`src/rtl/mem_bus_pkg.sv`:
```
// Shared encodings for the IFU/LSU memory bus arbiter.
package mem_bus_pkg;

  typedef enum logic [1:0] {
    IDLE      = 2'd0,
    SEND      = 2'd1,
    WAIT_RESP = 2'd2,
    RETURN    = 2'd3
  } state_t;

  localparam logic       OWN_IFU    = 1'b0;
  localparam logic       OWN_LSU    = 1'b1;
  localparam logic [2:0] RTYPE_WORD = 3'b010;

endpackage

```
`src/rtl/mem_bus_grant.sv`:
```
// Combinational grant selector: fixed LSU priority or round-robin on ties.
module mem_bus_grant
  import mem_bus_pkg::*;
#(
  parameter int LSU_PRIORITY = 1
) (
  input  logic ifu_valid,
  input  logic lsu_valid,
  input  logic last_grant,
  output logic grant_ifu,
  output logic grant_lsu
);

  // Pick at most one requester from the current valids
  always_comb begin
    grant_ifu = 1'b0;
    grant_lsu = 1'b0;
    case ({ifu_valid, lsu_valid})
      2'b10: grant_ifu = 1'b1;
      2'b01: grant_lsu = 1'b1;
      2'b11: begin
        if (LSU_PRIORITY != 0) begin
          grant_lsu = 1'b1;
        end else if (last_grant == OWN_LSU) begin
          grant_ifu = 1'b1;
        end else begin
          grant_lsu = 1'b1;
        end
      end
      default: begin
        grant_ifu = 1'b0;
        grant_lsu = 1'b0;
      end
    endcase
  end

endmodule

```
`src/rtl/mem_bus_arbiter.sv`:
```
// Single-outstanding arbiter sharing one memory bus port between IFU and LSU,
// with a response timeout that forces an error reply from a hung slave.
module mem_bus_arbiter
  import mem_bus_pkg::*;
#(
  parameter int LSU_PRIORITY = 1,
  parameter int TIMEOUT      = 255,
  parameter int CNT_W        = 8
) (
  input  logic        clk,
  input  logic        rst,
  input  logic        ifu_req_valid,
  output logic        ifu_req_ready,
  input  logic [31:0] ifu_req_addr,
  output logic        ifu_resp_valid,
  input  logic        ifu_resp_ready,
  output logic [31:0] ifu_resp_rdata,
  output logic        ifu_resp_err,
  input  logic        lsu_req_valid,
  output logic        lsu_req_ready,
  input  logic [31:0] lsu_req_addr,
  input  logic        lsu_req_wen,
  input  logic [31:0] lsu_req_wdata,
  input  logic [7:0]  lsu_req_wmask,
  input  logic [2:0]  lsu_req_rtype,
  output logic        lsu_resp_valid,
  input  logic        lsu_resp_ready,
  output logic [31:0] lsu_resp_rdata,
  output logic        lsu_resp_err,
  output logic        bus_req_valid,
  input  logic        bus_req_ready,
  output logic [31:0] bus_req_addr,
  output logic        bus_req_wen,
  output logic [31:0] bus_req_wdata,
  output logic [7:0]  bus_req_wmask,
  output logic [2:0]  bus_req_rtype,
  input  logic        bus_resp_valid,
  output logic        bus_resp_ready,
  input  logic [31:0] bus_resp_rdata,
  input  logic        bus_resp_err
);

  localparam logic [CNT_W-1:0] TO_VAL = CNT_W'(TIMEOUT);
  localparam logic             TO_EN  = (TIMEOUT != 0);

  state_t           state_r;
  state_t           state_nxt_s;
  logic             owner_r;
  logic             last_grant_r;
  logic             hist_r;
  logic [CNT_W-1:0] cnt_r;
  logic [31:0]      rdata_r;
  logic             err_r;

  logic grant_ifu_s;
  logic grant_lsu_s;
  logic eff_last_s;
  logic idle_s;
  logic hs_ifu_s;
  logic hs_lsu_s;
  logic timeout_s;
  logic owner_resp_ready_s;

  // Until the first grant, a tie goes to the IFU.
  assign eff_last_s = hist_r ? last_grant_r : OWN_LSU;

  mem_bus_grant #(
    .LSU_PRIORITY(LSU_PRIORITY)
  ) u_grant (
    .ifu_valid (ifu_req_valid),
    .lsu_valid (lsu_req_valid),
    .last_grant(eff_last_s),
    .grant_ifu (grant_ifu_s),
    .grant_lsu (grant_lsu_s)
  );

  assign idle_s        = rst && (state_r == IDLE);
  assign ifu_req_ready = idle_s && grant_ifu_s;
  assign lsu_req_ready = idle_s && grant_lsu_s;
  assign hs_ifu_s      = ifu_req_ready && ifu_req_valid;
  assign hs_lsu_s      = lsu_req_ready && lsu_req_valid;
  assign timeout_s     = TO_EN && (cnt_r == TO_VAL);

  assign owner_resp_ready_s = (owner_r == OWN_LSU) ? lsu_resp_ready : ifu_resp_ready;

  assign bus_req_valid  = (state_r == SEND);
  assign bus_resp_ready = (state_r == WAIT_RESP);
  assign ifu_resp_valid = (state_r == RETURN) && (owner_r == OWN_IFU);
  assign lsu_resp_valid = (state_r == RETURN) && (owner_r == OWN_LSU);
  assign ifu_resp_rdata = rdata_r;
  assign ifu_resp_err   = err_r;
  assign lsu_resp_rdata = rdata_r;
  assign lsu_resp_err   = err_r;

  // Next-state decode
  always_comb begin
    state_nxt_s = state_r;
    case (state_r)
      IDLE: begin
        if (hs_ifu_s || hs_lsu_s) state_nxt_s = SEND;
        else                      state_nxt_s = IDLE;
      end
      SEND: begin
        if (bus_req_ready) state_nxt_s = WAIT_RESP;
        else               state_nxt_s = SEND;
      end
      WAIT_RESP: begin
        if (bus_resp_valid || timeout_s) state_nxt_s = RETURN;
        else                             state_nxt_s = WAIT_RESP;
      end
      RETURN: begin
        if (owner_resp_ready_s) state_nxt_s = IDLE;
        else                    state_nxt_s = RETURN;
      end
      default: state_nxt_s = IDLE;
    endcase
  end

  // State, request latch, timeout counter and response registers
  always_ff @(posedge clk or negedge rst) begin
    if (!rst) begin
      state_r       <= IDLE;
      owner_r       <= OWN_IFU;
      last_grant_r  <= OWN_IFU;
      hist_r        <= 1'b0;
      cnt_r         <= '0;
      rdata_r       <= 32'd0;
      err_r         <= 1'b0;
      bus_req_addr  <= 32'd0;
      bus_req_wen   <= 1'b0;
      bus_req_wdata <= 32'd0;
      bus_req_wmask <= 8'd0;
      bus_req_rtype <= 3'd0;
    end else begin
      state_r <= state_nxt_s;
      case (state_r)
        IDLE: begin
          if (hs_lsu_s) begin
            bus_req_addr  <= lsu_req_addr;
            bus_req_wen   <= lsu_req_wen;
            bus_req_wdata <= lsu_req_wdata;
            bus_req_wmask <= lsu_req_wmask;
            bus_req_rtype <= lsu_req_rtype;
            owner_r       <= OWN_LSU;
            last_grant_r  <= OWN_LSU;
            hist_r        <= 1'b1;
          end else if (hs_ifu_s) begin
            bus_req_addr  <= ifu_req_addr;
            bus_req_wen   <= 1'b0;
            bus_req_wdata <= 32'd0;
            bus_req_wmask <= 8'd0;
            bus_req_rtype <= RTYPE_WORD;
            owner_r       <= OWN_IFU;
            last_grant_r  <= OWN_IFU;
            hist_r        <= 1'b1;
          end
        end
        SEND: begin
          if (bus_req_ready) cnt_r <= '0;
        end
        WAIT_RESP: begin
          // A real response beats a coincident timeout.
          if (bus_resp_valid) begin
            rdata_r <= bus_resp_rdata;
            err_r   <= bus_resp_err;
          end else if (timeout_s) begin
            rdata_r <= 32'd0;
            err_r   <= 1'b1;
          end else begin
            cnt_r <= cnt_r + CNT_W'(1);
          end
        end
        default: begin
          cnt_r <= cnt_r;
        end
      endcase
    end
  end

endmodule

```
`config.mk`:
```
export PLATFORM = sky130hd
export DESIGN_NAME = mem_bus_arbiter
export DESIGN_NICKNAME = d
export VERILOG_FILES = /design/src/rtl/mem_bus_pkg.sv /design/src/rtl/mem_bus_grant.sv /design/src/rtl/mem_bus_arbiter.sv
export SDC_FILE = /design/constraint.sdc
export NUM_CORES = 1
export LEC_CHECK = 0
export BUFFER_PORTS_ARGS = -buffer_cell sky130_fd_sc_hd__buf_2
export CAP_MARGIN = 5
export CORE_MARGIN = 4
export CORE_UTILIZATION = 44
export DETAILED_ROUTE_END_ITERATION = 10
export GPL_ROUTABILITY_DRIVEN = 1
export GPL_TIMING_DRIVEN = 0
export PLACE_DENSITY = 0.77
export SLEW_MARGIN = 10
export SYNTH_ARGS = -nofsm -noshare
export SYNTH_HDL_FRONTEND = slang
export SYNTH_HIERARCHICAL = 1
export SYNTH_SLANG_ARGS = --single-unit
```
`constraint.sdc`:
```
create_clock -name clk -period 2.25 [get_ports clk]
set_clock_uncertainty 0.05 [all_clocks]
set_input_delay 0.225 -clock clk [delete_from_list [all_inputs] [get_ports clk]]
set_output_delay 0.225 -clock clk [all_outputs]
set_load 0.05 [all_outputs]
```
# After elaboration in Yosys (flattened, before gate mapping)
# Index checks and enable logic that the tools add are counted.
[word_totals]
regBits = 120
inputBits = 149
out_inout_bits = 148
elab_cells = 66
[classes]
n_addsub = 1
n_eq_ne = 10
mux = 27
bitwise_logic = 1
n_reduce_logical = 17
[op_table]
columns = ["operator", "n"]
rows = [
  ["$mux W32", 6],
  ["$mux W8", 5],
  ["$pmux W8 S2", 1],
  ["$mux W1", 10],
  ["$add A8 B1 Y8 const B", 1],
  ["$eq A2 B2 Y1 const B", 4],
  ["$eq A8 B8 Y1 const B", 1],
  ["$pmux W2 S4", 1],
  ["$logic_and A1 B1 Y1", 7],
  ["$mux W3", 2],
  ["$reduce_bool A2 Y1", 3],
  ["$eq A2 B1 Y1 const B", 2],
  ["$mux W2", 2],
  ["$ne A2 B2 Y1 const B", 2],
  ["$reduce_and A2 Y1", 2],
  ["$reduce_and A4 Y1", 1],
  ["$logic_not A2 Y1", 1],
  ["$logic_or A1 B1 Y1", 2],
  ["$ne A2 B1 Y1 const B", 1],
  ["$reduce_or A2 Y1", 1],
  ["$not A1 Y1", 1],
]

# Longest topological paths before layout
# Gate-level depths: netlist of the first run.
[depth]
depth_word = 8
mapped_depth = 8
mapped_depth_nobuf = 5

# Modules after synthesis
# The synthesis of the first run kept the hierarchy.
[by_module_without_submodules]
columns = ["module", "n_inst", "cells_per_inst", "area_per_inst_um2", "seq_area_each_um2"]
rows = [
  ["mem_bus_arbiter", 1, 387, 5263.8, 3027.9],
  ["mem_bus_grant", 1, 2, 10.0, 0.0],
]

# Least setup slack after synthesis of the first run
# Ideal clock, no wire load.
[synth_timing]
path_kind = "flip-flop to flip-flop"
start = "register state_r[1]"
end = "register bus_req_wdata[10]"
setup_time_ps = 121
arrival_ps = 1795
t_required_ps = 2079
path_slack_ps = 284
path_stages_with_launch = 8
n_path_buf = 3
synth_period_minus_slack_ps = 1966
cell_sequence = "dfrtp_1 -> buf_4 -> nor2_2 -> and3_1 -> a21oi_4 -> buf_4 -> buf_4 -> a22o_1"
[synth_via]
elab_chain_len = 6
word_cells_on_any_way = 9
cone_classes = "mux (1); reduce/logical (8)"
[synth_lines]
columns = ["element", "line_no", "text"]
rows = [
  ["start: declaration", "mem_bus_arbiter.sv:46", "state_t state_r;"],
  ["start signal: assignment", "mem_bus_arbiter.sv:135", "state_r <= state_nxt_s;"],
  ["$logic_not A2 Y1", "mem_bus_arbiter.sv:77", "assign idle_s = rst && (state_r == IDLE);"],
  ["$logic_and A1 B1 Y1", "mem_bus_arbiter.sv:77", ""],
  ["$logic_and A1 B1 Y1", "mem_bus_arbiter.sv:78", "assign ifu_req_ready = idle_s && grant_ifu_s;"],
  ["via ifu_req_ready", "mem_bus_arbiter.sv:13", "output logic ifu_req_ready,"],
  ["$logic_and A1 B1 Y1", "mem_bus_arbiter.sv:80", "assign hs_ifu_s = ifu_req_ready && ifu_req_valid;"],
  ["$reduce_bool A2 Y1 (no line)", "n/a", ""],
  ["$reduce_and A2 Y1 (no line)", "n/a", ""],
  ["end signal: assignment", "mem_bus_arbiter.sv:141", "bus_req_wdata <= lsu_req_wdata;"],
  ["end: declaration", "mem_bus_arbiter.sv:34", "output logic [31:0] bus_req_wdata,"],
]
# The timed path passes the listed nets, and every way through them passes these cells.
# A chain may end at the register's enable or synchronous reset.

# Final worst setup path of the first run
[layout_timing]
start = "register state_r[1]"
end = "register bus_req_addr[7]"
[layout_via]
elab_chain_len = 6
word_cells_on_any_way = 9
cone_classes = "mux (1); reduce/logical (8)"
[layout_lines]
columns = ["element", "line_no", "text"]
rows = [
  ["$logic_not A2 Y1 (*)", "mem_bus_arbiter.sv:77, mem_bus_arbiter.sv:136", ""],
  ["$logic_and A1 B1 Y1", "mem_bus_arbiter.sv:77", ""],
  ["$logic_and A1 B1 Y1 (on tied branches)", "mem_bus_arbiter.sv:78, mem_bus_arbiter.sv:79", ""],
  ["$logic_and A1 B1 Y1 (on tied branches)", "mem_bus_arbiter.sv:80, mem_bus_arbiter.sv:81", ""],
  ["$reduce_bool A2 Y1 (no line)", "n/a", ""],
  ["$reduce_and A2 Y1 (no line)", "n/a", ""],
  ["end signal: assignment", "mem_bus_arbiter.sv:139", "bus_req_addr <= lsu_req_addr;"],
  ["end signal: assignment", "mem_bus_arbiter.sv:148", "bus_req_addr <= ifu_req_addr;"],
  ["end: declaration", "mem_bus_arbiter.sv:32", "output logic [31:0] bus_req_addr,"],
]
# Mark *: on every way between the ends. The rest lies on a longest branch, timed or not.

==> impl_metrics.csv, run 1 <==
group,metric,value,unit
clocking,root_buffer,"clkbuf_16",
worst_setup_path,r2r_slack,240,ps
clocking,cts_sinks,120,
sta,fin_tns_setup,0,ps
layout,nFillCells,757,
layout,nets,924,
global_route,grt_max_degree,66,
detailed_routing,routed_wl,17400,um
worst_setup_path,worstSetupStartpointType,"flip-flop",
outcome,status,"complete, no violations",
clocking,htree_levels,4,
die,die_width,117,um
worst_setup_path,crit_required,2490,ps
placement,portBuffers,296,
global_route,gr-usage-all-layers,24.8,%
clocking,clk_path_buf_depth,2,
layout,multi_input_area,1800,sq um
detailed_routing,routed_via_density,5.14,
worst_setup_path,crit_type,"reg -> reg",
power,power_density,1790,nW/um^2
detailed_routing,drc,0,
sta,hold_viol,0,
min_path,hp-start,"lsu_req_wdata[27]",
yosys,syn_inst,386,
clocking,insertion_delay,400,ps
layout,diodes,0,
sta,max_freq,497,MHz
die,rows,39,
clocking,cts_made_buffers,17,
layout,postLayoutCoreUtil,71.8,%
min_path,min_path_cells,2,
detailed_routing,postRouteAntennaNets,0,
yosys,syn-num-nets,536,
detailed_routing,dr.pass1.iters,4,
clocking,clkTransAtPathRegs,60,ps
detailed_routing,vias,4781,
yosys,yosys_warnings,6,
die,dieArea,13700,sq um
yosys,netlist_area,5240,sq um
clocking,cts_tree,"done",
sta,setup_viol,0,
worst_setup_path,reg2reg_from,"state_r[1]",
power,peakVddDrop,0.00124,V
die,initial_core_util,45.5,%
sta,rsz0062_at_grt,"false",
sta,slew_violations,0,
detailed_routing,dr.first_iter.drc_count,258,
yosys,synth_area_per_cell,13.6,sq um
layout,drive_above_1_share,55.3,%
sta,fin_crit_sh,89.4,%
min_path,hold_class,"in -> reg",
global_route,grt_overflow,0,
die,core_area,11500,sq um
worst_setup_path,end_kind,"flip-flop",
min_path,min_to,"bus_req_wdata[27]",
worst_setup_path,worstPathArrival,2250,ps
global_route,antenna_found_initial,0,
power,p_leak,4.41,nW
sta,max_slew.worst_pin.slew,577,ps
die,die_h,117,um
sta,slew_headroom,61.6,%
global_route,grt_pass1_vias,4983,
detailed_routing,routedWlPerCell,18.7,um
die,ios,297,
worst_setup_path,r2r-end,"bus_req_addr[7]",
placement,gp_congestion,0.820,
placement,dpl.hpwl,12000,um
global_route,grt_pass1_wl,25800,um
worst_setup_path,cp_max_fo,10,
worst_setup_path,rr_worst_depth,7,
layout,area_growth,57.8,%
run,maxCapViolCount,0,
layout,regArea,3000,sq um
sta,min_period,2010,ps
[final cells by class]
class | count | share of cell area (%)
plain buffers | 61 | 5.13
clock inverters | 6 | 0.742
clock buffers | 26 | 6.41
multi-input cells | 202 | 21.8
flip-flops and latches | 120 | 36.3
repair buffers | 369 | 27.3
well taps | 143 | 2.17
inverters | 3 | 0.136
[metrics by stage]
stage,std cells,setup slack (ps),hold WS (ps),power (mW),cell area [sq um]
after floorplan,386,284,-121,9.98,5240
after global placement,825,-1630,395,11.8,6900
after detailed placement,826,118,177,12.0,6930
after CTS,929,128,0.488,14.8,8250
after global routing,930,67.9,0.866,15.4,8260
final,930,238,12.0,14.8,8260
[state kept, by name (all words and copies together) (netlist names)]
register / count
bus_req_wdata: 32
cnt_r: 8
bus_req_wmask: 8
bus_req_addr: 32
state_r: 2
ifu_resp_err: 1
last_grant_r: 1
ifu_resp_rdata: 32
bus_req_rtype: 3
bus_req_wen: 1
[power breakdown]
part	total, mW	internal, mW	switching (mW)
Combinational	8.31	2.32	6.00
Clock	2.64	1.72	0.923
Sequential	3.85	3.16	0.685
Total	14.8	7.20	7.61
[layout by cell type (no fill, tap or decap), types with 4 or more instances in the layout]
master         instances
nand2_1               10
clkbuf_8               7
dfrtp_1              120
buf_2                304
clkbuf_1               8
buf_4                 39
nor2_1                 5
mux2_1                16
a22o_1                75
mux2_2                39
dlygate4sd3_1         71
clkbuf_16             17
mux2_4                10
nor2b_1                4
and3_1                 4
buf_6                  6
a21oi_1                5
nand3_1                6
[layer usage]
metal / vias to the layer above / global-route usage, % / wire (um)
met5: - / 0 / 0
li1: 2167 / - / -
met1: 2410 / 27.3 / 6390
met3: 31 / 5.86 / 931
met4: 0 / 11.3 / 385
met2: 173 / 45.4 / 9720
[timing repair]
item                                   in CTS  in global routing
setup endpoints to repair                   0                 28
hold buffers                               71                  1
endpoints found under the hold margin     124                  1
buffers inserted                            0                  0
resized for setup                           0                  3
[worst max-delay path, cell delays in order, from the launching register on]
cell,delay [ps]
dfrtp_1,350
buf_4,160
nor2_2,160
and4_4,240
buf_6,140
buf_6,160
mux2_1,360
mux2_2,280
[worst max path at each step]
stage	from	end	slack (ps)	cells past startpoint
floorplan	state_r[1]	bus_req_wdata[10]	280	7
CTS	cnt_r[0]	ifu_resp_rdata[30]	130	6
global route	cnt_r[0]	ifu_resp_rdata[27]	70	6
finish	state_r[1]	bus_req_addr[7]	240	7
global placement	rst	bus_req_addr[30]	-1630	6
detailed placement	rst	bus_req_addr[7]	120	6
Note: power is estimated with default switching activity, not from simulation.
==> run 2: changes to the inputs <==
--- a/config.mk
+++ b/config.mk
@@ -8,11 +8,11 @@
 export BUFFER_PORTS_ARGS = -buffer_cell sky130_fd_sc_hd__buf_2
 export CAP_MARGIN = 5
 export CORE_MARGIN = 4
-export CORE_UTILIZATION = 44
+export CORE_UTILIZATION = 40
 export DETAILED_ROUTE_END_ITERATION = 10
 export GPL_ROUTABILITY_DRIVEN = 1
 export GPL_TIMING_DRIVEN = 0
-export PLACE_DENSITY = 0.77
+export PLACE_DENSITY = 0.73
 export SLEW_MARGIN = 10
 export SYNTH_ARGS = -nofsm -noshare
 export SYNTH_HDL_FRONTEND = slang
==> constraint.sdc (replaced) <==
create_clock -name clk -period 1.65 [get_ports clk]
set_clock_uncertainty 0.05 [all_clocks]
set_input_delay 0.165 -clock clk [delete_from_list [all_inputs] [get_ports clk]]
set_output_delay 0.165 -clock clk [all_outputs]
set_load 0.05 [all_outputs]
==> run 2 against run 1 <==
Effect of this change: the run now ends with hold timing, setup timing left; non-clock buffer count rose by 25; clock-buffer cell count fell by 1; utilization fell by 1.0 points; hold slack got worse by 350 ps; critical endpoint is now bus_req_addr[23]; highest routed layer unchanged.
==> impl_metrics.csv, run 2 (synthesis results as in run 1) <==
group,metric,value,unit
outcome,status,"finished, violations left",
outcome,violations,"hold timing, setup timing",
sta,setup_viol,74,
placement,gp_congestion,0.834,
global_route,antenna_found_initial,0,
sta,slew_headroom,66.1,%
layout,final_common_cell,"buf_2",
worst_setup_path,crit_family,"multiplexers",
layout,nets,949,
sta,hold_viol,51,
min_path,hold_class,"in -> async",
worst_setup_path,end_kind,"flip-flop",
global_route,grt_max_degree,70,
die,rows,41,
worst_setup_path,cp_num_buf_inv,2,
sta,whs,-340,ps
placement,dpl.hpwl,11800,um
sta,setup_slack,-216,ps
detailed_routing,routedWlPerCell,18.1,um
clocking,ctsHoldBuffers,77,
sta,min_period,1870,ps
worst_setup_path,slowest_stage,"dfrtp_1",
clocking,cts_made_buffers,17,
layout,multi_input_area,1950,sq um
placement,place_inst,855,
detailed_routing,postRouteAntennaNets,0,
die,core_area,12700,sq um
worst_setup_path,r2r_slack,-220,ps
worst_setup_path,worstSetupStartpointType,"flip-flop",
layout,fin_cells,984,
detailed_routing,routed_wl,17800,um
global_route,grt_overflow,0,
sta,max_freq,536,MHz
clocking,htree_levels,4,
worst_setup_path,cpPeakStageDelay,410,ps
global_route,grt_pass1_vias,5091,
worst_setup_path,crit_path_frequent_cell,"mux2_4",
detailed_routing,dr.first_iter.drc_count,216,
power,power_density,2330,nW/um^2
clocking,insertion_delay,400,ps
detailed_routing,routed_via_density,4.97,
clocking,clk_path_buf_depth,2,
layout,nFillCells,851,
worst_setup_path,crit_type,"reg -> reg",
global_route,gr-usage-all-layers,22.5,%
run,maxCapViolCount,0,
sta,rsz0062_at_grt,"true",
detailed_routing,dr.pass1.iters,4,
die,die_h,122,um
worst_setup_path,crit_required,1880,ps
die,ios,297,
die,dieArea,15000,sq um
layout,area_growth,71.9,%
die,die_width,122,um
worst_setup_path,cp_max_fo,5,
layout,postLayoutCoreUtil,70.8,%
power,p_leak,4.75,nW
clocking,cts_sinks,120,
sta,fin_crit_sh,113,%
layout,diodes,0,
global_route,grt_pass1_wl,26100,um
layout,final_cell_mix,"buf_2 (290), dfrtp_1 (120), dlygate4sd3_1 (77)",
clocking,root_buffer,"clkbuf_16",
placement,dpl_worst_slack,-354,ps
layout,regArea,3000,sq um
placement,portBuffers,296,
clocking,cts_tree,"done",
detailed_routing,drc,0,
layout,drive_above_1_share,59.6,%
sta,slew_violations,0,
power,peakVddDrop,0.00132,V
detailed_routing,vias,4886,
die,initial_core_util,41.2,%
worst_setup_path,critical_path.cell_chain,"nor2_4 > and4_4 > clkbuf_16 > buf_16 > mux2_4 > mux2_4",
sta,max_slew.worst_pin.slew,509,ps
worst_setup_path,worstPathArrival,2100,ps
clocking,clkTransAtPathRegs,50,ps
[run 2: cell count changes in the layout (fill, tap and decap cells not counted), moves of 6 or more]
cell | before | now
buf_8 | 0 | 9
buf_6 | 6 | 16
mux2_2 | 39 | 28
dlygate4sd3_1 | 71 | 77
buf_2 | 304 | 290
mux2_4 | 10 | 36
buf_4 | 39 | 45
mux2_1 | 16 | 1
[run 2: worst register-to-register path, stage by stage, from the launching register on]
cell       delay [ps]
dfrtp_1           410
nor2_4            160
and4_4            260
clkbuf_16         170
buf_16            120
mux2_4            290
mux2_4            280
[run 2: routing by layer]
layer  global-route usage [%]  routed length [um]
met5                        0                   0
met1                     25.5                6650
met4                     10.3                 641
met3                     5.62                1080
met2                     39.6                9480
[run 2: stage by stage]
step / instance area [sq um] / total power [mW] / hold WS (ps) / setup TNS, ps
final: 9000 / 20.9 / -340 / -9920
after global routing: 9000 / 21.7 / -310 / -14710
after CTS: 8860 / 20.9 / -337 / -13320
after detailed placement: 7050 / 16.4 / 101 / -25060
after global placement: 7020 / 16.2 / 333 / -285820
after floorplan: 5320 / 13.7 / -181 / -4820
[run 2: report_power, final]
part	switching (mW)	total, mW	leakage (nW)	internal, mW
Sequential	0.950	5.27	1.50	4.32
Combinational	8.25	11.9	2.95	3.63
Clock	1.22	3.79	0.307	2.57
[run 2: layout make-up]
cell class / instances / share of cell area [%]
Timing Repair Buffer: 399 / 29.9
Clock buffer: 25 / 5.62
Multi-Input combinational cell: 202 / 21.6
Clock inverter: 7 / 1.26
Buffer: 56 / 5.71
Tap cell: 172 / 2.39
Sequential cell: 120 / 33.4
Inverter: 3 / 0.125
[run 2: what timing repair did]
action                                 4_1_cts  5_1_grt
gates resized for setup                     65       28
endpoints found under the hold margin      128       51
setup endpoints to repair                  115      122
pin swaps                                    7       10
cloned                                       5        5
buffers inserted                            15        4
[run 2: path summary, 6_finish.rpt]
kind,endpoint,startpoint,depth (start not counted)
hold / removal,ifu_resp_rdata[23],rst,1
hold reg to reg,bus_req_wdata[3],bus_req_wdata[3],1
setup reg to reg,bus_req_addr[23],state_r[0],6
min in group clk,state_r[0],bus_req_ready,4
max in group asynchronous,bus_req_addr[20],rst,2
setup / recovery,bus_req_addr[23],state_r[0],6
